[src/rtl/imem_load_ctrl.sv]
// rtl/imem_load_ctrl.sv - instruction memory reprogram controller
// Clears the whole imem, streams loader words in, then hands the memory port to fetch.
module imem_load_ctrl #(
  parameter int DEPTH = 64,
  localparam int AW = $clog2(DEPTH)
) (
  input  logic          clk,
  input  logic          rst,
  input  logic          load_start,
  input  logic          ld_valid,
  input  logic [31:0]   ld_data,
  input  logic          ld_last,
  output logic          ld_ready,
  input  logic [31:0]   fetch_addr,
  output logic [AW-1:0] mem_addr,
  output logic [31:0]   mem_wdata,
  output logic          mem_we,
  output logic          cpu_hold,
  output logic          load_done,
  output logic [AW:0]   word_count,
  output logic          trunc_err,
  output logic          misalign
);

  typedef enum logic [1:0] {
    S_IDLE  = 2'd0,
    S_CLEAR = 2'd1,
    S_LOAD  = 2'd2,
    S_RUN   = 2'd3
  } state_t;

  state_t        r_state;
  logic [AW-1:0] r_clr_cnt;
  logic [AW-1:0] r_wptr;
  logic [AW:0]   r_word_count;
  logic          r_trunc_err;

  logic w_accept;
  logic w_last_slot;
  logic w_clr_done;
  logic w_unused_fetch;

  assign w_accept    = (r_state == S_LOAD) && ld_valid;
  assign w_last_slot = (r_wptr == AW'(DEPTH - 1));
  assign w_clr_done  = (r_clr_cnt == AW'(DEPTH - 1));

  // Fetch addresses wrap modulo the memory size; upper PC bits are deliberately dropped.
  assign w_unused_fetch = ^fetch_addr[31:AW+2];

  always_ff @(posedge clk or posedge rst) begin
    if (rst) begin
      r_state      <= S_IDLE;
      r_clr_cnt    <= '0;
      r_wptr       <= '0;
      r_word_count <= '0;
      r_trunc_err  <= 1'b0;
    end else begin
      case (r_state)
        S_IDLE: begin
          if (load_start) begin
            r_state      <= S_CLEAR;
            r_clr_cnt    <= '0;
            r_word_count <= '0;
            r_trunc_err  <= 1'b0;
          end
        end
        S_CLEAR: begin
          r_clr_cnt <= r_clr_cnt + AW'(1);
          if (w_clr_done) begin
            r_state <= S_LOAD;
            r_wptr  <= '0;
          end
        end
        S_LOAD: begin
          if (w_accept) begin
            r_wptr       <= r_wptr + AW'(1);
            r_word_count <= r_word_count + (AW+1)'(1);
            if (ld_last || w_last_slot) begin
              r_state <= S_RUN;
            end
            // Memory full but the loader still has more program: flag the truncation.
            if (w_last_slot && !ld_last) begin
              r_trunc_err <= 1'b1;
            end
          end
        end
        S_RUN: begin
          if (load_start) begin
            r_state      <= S_CLEAR;
            r_clr_cnt    <= '0;
            r_word_count <= '0;
            r_trunc_err  <= 1'b0;
          end
        end
        default: r_state <= S_IDLE;
      endcase
    end
  end

  // Decoded straight from state so cpu_hold rises in the very cycle RUN is left.
  always_comb begin
    ld_ready  = 1'b0;
    mem_we    = 1'b0;
    mem_addr  = '0;
    mem_wdata = '0;
    cpu_hold  = 1'b1;
    load_done = 1'b0;
    misalign  = 1'b0;
    case (r_state)
      S_CLEAR: begin
        mem_we   = 1'b1;
        mem_addr = r_clr_cnt;
      end
      S_LOAD: begin
        ld_ready = 1'b1;
        mem_addr = r_wptr;
        if (w_accept) begin
          mem_we    = 1'b1;
          mem_wdata = ld_data;
        end
      end
      S_RUN: begin
        cpu_hold  = 1'b0;
        load_done = 1'b1;
        mem_addr  = fetch_addr[AW+1:2];
        misalign  = |fetch_addr[1:0];
      end
      default: ;
    endcase
  end

  assign word_count = r_word_count;
  assign trunc_err  = r_trunc_err;

endmodule
[config.mk]
export PLATFORM = sky130hd
export DESIGN_NAME = imem_load_ctrl
export DESIGN_NICKNAME = d
export VERILOG_FILES = /design/src/rtl/imem_load_ctrl.sv
export SDC_FILE = /design/constraint.sdc
export NUM_CORES = 1
export LEC_CHECK = 0
export BUFFER_PORTS_ARGS = -buffer_cell sky130_fd_sc_hd__buf_2
export CAP_MARGIN = 40
export CORE_MARGIN = 2
export CORE_UTILIZATION = 37
export DETAILED_ROUTE_END_ITERATION = 8
export PLACE_DENSITY = 0.84
export SYNTH_ARGS = -nofsm -noshare
export SYNTH_HDL_FRONTEND = slang
export SYNTH_SLANG_ARGS = --single-unit
[constraint.sdc]
create_clock -name clk -period 2 [get_ports clk]
set_clock_uncertainty 0.05 [all_clocks]
set_input_delay 0.1 -clock clk [delete_from_list [all_inputs] [get_ports clk]]
set_output_delay 0.1 -clock clk [all_outputs]
set_load 0.02 [all_outputs]
==> impl_results.md, run 1 <==
* Critical path class: flop to output port
* Max clock buf depth at 2
* TritonCTS clock tree: yes
* Initial antenna violation count at 0
* Final Non-Filler Cells at 348
* Worst setup path start: r_state[1]
* Synthesized flop and latch total at 22
* Post-synthesis mux area share at 2.49%
* Die area at 4890 um2
* Final wirelength at 4870 um
* Simple-Gate Fraction of Synth Area at 31.0%
* Post-synthesis async set-or-reset flop share at 100%
* Slowest-stage cell, CP: dfrtp_1
* LEAKAGE at 1.32 nW
* Die Ht at 69.9 um
* # rows at 23
* Worst VDD drop at 0.572 mV
* RSZ-0062 raised after global routing: yes
* EDFF count, synth at 0
* Share of layout cells above drive strength 1 at 41.3%
* Hold_sp: load_start
* Post-DP Area at 2220 um2
* Final net count at 376
* Pin count of the biggest net entering global routing at 36
* Top cells by area, synth: dfrtp_1 34%, and3_1 13%, ha_1 6.2%, nor2_1 4.2%, a222oi_1 3.7%
* Final worst path period need at 1.93 ns
* PortBufs at 95
* Root buffer cell: clkbuf_8
* Setup TNS at 0 ns
* Clk sinks at 22
* Worst path cell trace: buf_4, ha_4, buf_4, a222oi_1, nor2_1, buf_2
* Syn_area_per_cell at 8.09 um2
* Setup ws final at 0.0719 ns
* Synth Warn # at 0
* Core Area at 4090 um2
* Clk_lat worst skew at 0.27 ns
* Critical path arrival at 1.78 ns
* Startpoint types: flop
* DR vias at 1,828
* Final setup viols at 0
* Final Hold Fails at 0
* Routability cong. at 0.870
* DRC at 0
* Cell count after synthesis at 199
* Vias in the first global route at 1,787
* CP max FO at 11
* HP Class: input port to flop
* Post-synthesis instance area at 1610 um2
* Buffers & Inverters on Critical Path at 3
* Post-synthesis compound-gate area fraction at 16.5%
* DP Wirelength at 3720 um
* Post-synthesis xor/xnor area fraction at 3.27%
* Status: finished, final reports clean
* Crit-path max cell delay at 0.41 ns
* Ant. Diodes at 0
* Share of the synthesized area in the top cell type at 34.2%
* # placed instances at 343
* Top FF cell, synth: dfrtp_1
* Yosys cell types at 35
* Total global-route track usage at 20.3%
* Crit end category: output port
* Grt ovf at 0
* Post-Synth Adder-Cell Area at 6.22%
* Slew headroom at 76.5%
* Drt pass-1 iters at 4
* Die W at 69.9 um
* P per Cell Area at 1230 nW/um2
* Post-route cell area at 2310 um2
* Initial core utilization at 39.4%
* H-Tree Depth at 1
* Max Fclk at 0.519 GHz
* Most common cell after layout, fill and taps aside: buf_2
* Num CTS Buffers at 3
* Antenna Nets Post-Route at 0
* Largest family of logic cells by synthesized area: simple AND/OR/NAND/NOR gates
* Max cap viols at 0
* Post-CTS setup buffer count at 0
* Worst hold slack at 0.0546 ns
* CP required at 1.85 ns
* Final Cycle Share at 96.4%
* Ports at 120
* Place WS at 0.00788 ns
* Vias per inst at 5.25
* Syn_nets at 276
* Largest delay share family, worst path: buffers and inverters
* Worst slew pin tran at 0.352 ns
* First-pass GRT wire length at 8220 um
* Reg-to-Reg Start: r_state[0]
* Most used cell along the critical path: buf_4
* Layout area overhead at 43.7%
* WL/cell at 14.0 um
* Cell accounting for the most synthesized area: dfrtp_1
* R2R Setup Slk at 0.09 ns
* Most frequent cells in the layout: 95 x buf_2, 33 x and3_1, 22 x dfrtp_1
* Clock-pin transition on the worst setup and hold timing paths at 0.08 ns
* Max-slew violation count at 0
* Sequential share of the synthesized area at 34.2%
* Initial drt markers at 103
-- Yosys cell counts (all sizes together), types with 5 or more instances --
| cell | n |
|---|---|
| nand3 | 6 |
| nor2 | 19 |
| a21oi | 7 |
| o21ai | 10 |
| inv | 13 |
| a222oi | 6 |
| and3 | 33 |
| dfrtp | 22 |
| clkbuf | 10 |
| a31oi | 5 |
| nand2 | 14 |
| ha | 8 |
-- timing repair --
item | 4_1_cts | 5_1_grt
setup endpoints to repair | 1 | 3
hold buffers | 1 | 0
pin swaps | 0 | 1
resized for setup | 1 | 2
endpoints found under the hold margin | 22 | 0
-- flip-flops by register name, summed over array words and instances, names as in the netlist --
register / flops
r_clr_cnt: 6
trunc_err: 1
r_wptr: 6
word_count: 7
r_state: 2
-- logic make-up after synthesis --
group,after synthesis
adder cells (fa/ha/maj),8
buffers and inverters,26
AO/OA/AOI/OAI,40
XOR/XNOR,6
AND/OR/NAND/NOR,93
multiplexers,4
flip-flops,22
-- through the flow --
stage / utilization [%] / total power, mW
CTS: 56.4 / 2.82
finish: 56.6 / 2.84
global placement: 54.3 / 2.32
detailed placement: 54.3 / 2.36
floorplan: - / 1.85
global route: 56.6 / 3.06
-- path summary, 6_finish.rpt --
check,end,depth (start not counted)
min in group asynchronous,word_count[6],4
hold reg to reg,r_wptr[4],1
max in group asynchronous,r_clr_cnt[4],4
setup reg to reg,word_count[4],6
hold / removal,r_clr_cnt[4],2
setup / recovery,mem_addr[4],6
-- routing by layer --
metal | share of wire [%] | vias to the layer above | global-route usage [%]
li1 | - | 918 | -
met1 | 42 | 855 | 24.1
met2 | 52 | 49 | 37.2
met3 | 5.0 | 6 | 4.91
met4 | 0.78 | 0 | 3.42
met5 | 0 | - | 0
-- power by group --
group / internal, mW / total [mW] / switching [mW]
logic: 0.733 / 1.80 / 1.06
clock network: 0.268 / 0.424 / 0.156
registers: 0.523 / 0.621 / 0.0985
-- layout make-up --
class / count / area, um2
clock buffers: 3 / 41.3
clock inverters: 1 / 30.0
fillers: 407 / 1770
inverters: 13 / 48.8
multi-input cells: 151 / 1000
flip-flops and latches: 22 / 551
well taps: 50 / 62.6
repair buffers: 108 / 579
Power figures use the tool's default switching activity.
==> run 2: changes to the inputs <==
--- a/constraint.sdc
+++ b/constraint.sdc
@@ -4,2 +4,2 @@
 set_output_delay 0.1 -clock clk [all_outputs]
-set_load 0.02 [all_outputs]
+set_load 0.1 [all_outputs]
==> run 2 against run 1 <==
Against the previous run:
- the run now ends with negative setup slack left
- critical path depth is the same
- global-route usage grew 4.2 points
- sequential share of layout area shrank 6.5 points
- clock power shrank 22%
- first-iteration DRC count grew 53%
- largest power group unchanged
- highest routed layer unchanged
==> impl_results.md, run 2 (synthesized netlist as in run 1, its figures left out) <==
* Violated checks: negative setup slack
* Hold Path Sink: r_clr_cnt[2]
* P per Cell Area at 1550 nW/um2 (+26%)
* Clk_lat worst skew at 0.27 ns (about the same)
* Ports at 120 (unchanged)
* Sequential share of power at 12.7% (-9.2 points)
* Worst hold stages at 2 (unchanged)
* Final Cycle Share at 105% (+8.5 points)
* Drt pass-1 iters at 7 (+3)
* Core Area at 4090 um2 (unchanged)
* Initial antenna violation count at 0 (unchanged)
* CP required at 2.14 ns (+0.29 ns)
* First-pass GRT wire length at 9610 um (+17%)
* DP Wirelength at 4430 um (+19%)
* Crit end category: flop
* Setup ws final at -0.0981 ns (-0.170 ns)
* Antenna Nets Post-Route at 0 (unchanged)
* Hold_sp: load_start
* Max-slew violation count at 0 (unchanged)
* Vias in the first global route at 1,994 (+12%)
* Layout area overhead at 97.2%
* Status: finished with violations
* Place WS at -0.0640 ns (-0.0718 ns)
* Final Hold Fails at 0 (unchanged)
* Worst path cell trace: inv_2, ha_2, nor2b_2, or3_4, or4_4, a21oi_2
* LEAKAGE at 1.47 nW (+12%)
* Share of layout cells above drive strength 1 at 60.2% (+19 points)
* Clock-pin transition on the worst setup and hold timing paths at 0.08 ns (about the same)
* Final wirelength at 6260 um (+29%)
* WL met3 at 527 um (+120%)
* Worst VDD drop at 1.08 mV (+88%)
* Clk sinks at 22 (unchanged)
* Worst setup path start: r_state[0]
* CP max FO at 7 (-4)
* Met2 WL at 3190 um (+26%)
* H-Tree Depth at 1 (unchanged)
* Die Ht at 69.9 um (unchanged)
* R2R depth at 6 (unchanged)
* # rows at 23 (unchanged)
* Most frequent cells in the layout: 56 x buf_2, 39 x buf_12, 32 x and3_2
* Max Fclk at 0.477 GHz (-8.1%)
* R2R Setup Slk at -0.1 ns (-0.19 ns)
* Max reg flops at 7 (unchanged)
* Startpoint types: flop
* Num CTS Buffers at 3 (unchanged)
* WL/cell at 17.4 um (+25%)
* Die W at 69.9 um (unchanged)
* Total global-route track usage at 24.4% (+4.2 points)
* Final net count at 387 (+2.9%)
* Reg-to-Reg Start: r_state[0]
* Slowest-stage cell, CP: or4_4
* Sw Ratio at 57.2% (+11 points)
* PortBufs at 95 (unchanged)
* Crit-path max cell delay at 0.44 ns (+0.03 ns)
* RSZ-0062 raised after global routing: yes
* Power Total at 4.92 mW (+73%)
* Die area at 4890 um2 (unchanged)
* DR top layer: met4
* Critical path arrival at 2.24 ns (+0.46 ns)
* Initial core utilization at 39.4% (unchanged)
* Pint at 2.11 mW (+38%)
* Pin count of the biggest net entering global routing at 34 (-5.6%)
* Sw Pwr at 2.81 mW (+110%)
* Ant. Diodes at 0 (unchanged)
* Final Non-Filler Cells at 359 (+3.2%)
* DRC at 0 (unchanged)
* Most common cell after layout, fill and taps aside: buf_2
* DR vias at 2,062 (+13%)
* Routability cong. at 0.845 (-2.9%)
* Final worst path period need at 2.10 ns (+0.170 ns)
* Vias per inst at 5.74 (+9.3%)
* Met1 wire length at 2400 um (+17%)
* TritonCTS clock tree: yes
* Initial drt markers at 158 (+53%)
* Worst slew pin tran at 0.601 ns (+0.250 ns)
* Root buffer cell: clkbuf_8
* Critical path class: flop to flop
* Max clock buf depth at 2 (unchanged)
* Slew headroom at 59.9% (-17 points)
* Worst r2r dst: word_count[4]
* HP Class: input port to flop
* Clock network fraction of total power at 6.7% (-8.2 points)
* Final setup viols at 4 (+4)
* Grt ovf at 0 (unchanged)
* Max cap viols at 0 (unchanged)
* Gate power share at 80.6% (+17 points)
* # placed instances at 346 (+0.87%)
## run 2: cell types whose count changed in the layout (fill, tap and decap cells not counted), moves of 8 or more
| cell | before | now |
|---|---|---|
| buf_2 | 95 | 56 |
| and3_1 | 33 | 1 |
| buf_12 | 0 | 39 |
| nor2_1 | 18 | 10 |
| and3_2 | 0 | 32 |
## run 2: worst max-delay path, delay by kind of cell, from the launching register on
kind,cells,cell delay (ns)
compound gates,1,0.15
fa+ha+maj,1,0.31
buf+inv,1,0.08
flops,1,0.40
simple gates,3,1.04
## run 2: power by group through the flow
stage,Clock [mW],Combinational [mW],Sequential [mW]
2_1_floorplan,0,2.43,0.703
3_3_place_gp,0,3.50,0.619
3_5_place_dp,0,3.57,0.626
4_1_cts,0.329,3.73,0.621
5_1_grt,0.346,4.12,0.639
6_report,0.329,3.96,0.627
## run 2: how the worst max path moves through the flow
stage | to | slack (ns) | depth (start not counted)
CTS | word_count[4] | -0.07 | 6
finish | word_count[4] | -0.1 | 6
floorplan | word_count[4] | -0.20 | 8
global placement | word_count[4] | 0.04 | 7
global route | mem_addr[0] | -0.19 | 7
detailed placement | word_count[4] | -0.06 | 6
## run 2: cell type report
type                    instances  area (um2)
well taps                      50        62.6
multi-input cells             151        1170
clock buffers                   4        55.1
repair buffers                119        1280
inverters                      13        56.3
flip-flops and latches         22         551
fillers                       223         913
## run 2: what timing repair did
action | 4_1_cts | 5_1_grt
endpoints found under the setup margin | 41 | 49
endpoints found under the hold margin | 22 | 0
pin swaps | 5 | 6
hold buffers | 1 | 0
gates resized for setup | 7 | 17
gates cloned | 1 | 0
setup buffers | 3 | 4
## run 2: per-layer routing
metal	up-vias	global-route usage, %
met4	0	9.40
met5	-	0
met3	17	4.33
met2	130	44.4
met1	976	28.2
li1	939	-
## run 2: through the flow
| step | setup TNS [ns] | utilization, % | area [um2] | hold WS, ns |
|---|---|---|---|---|
| 6_report | -0.251 | 77.6 | 3170 | 0.0521 |
| 3_3_place_gp | 0 | 71.5 | 2920 | 0.262 |
| 2_1_floorplan | -1.36 | - | 1760 | 0.0392 |
| 5_1_grt | -0.889 | 77.6 | 3170 | 0.0491 |
| 3_5_place_dp | -0.0640 | 72.2 | 2950 | -0.00506 |
| 4_1_cts | -0.124 | 75.3 | 3080 | 0.0341 |
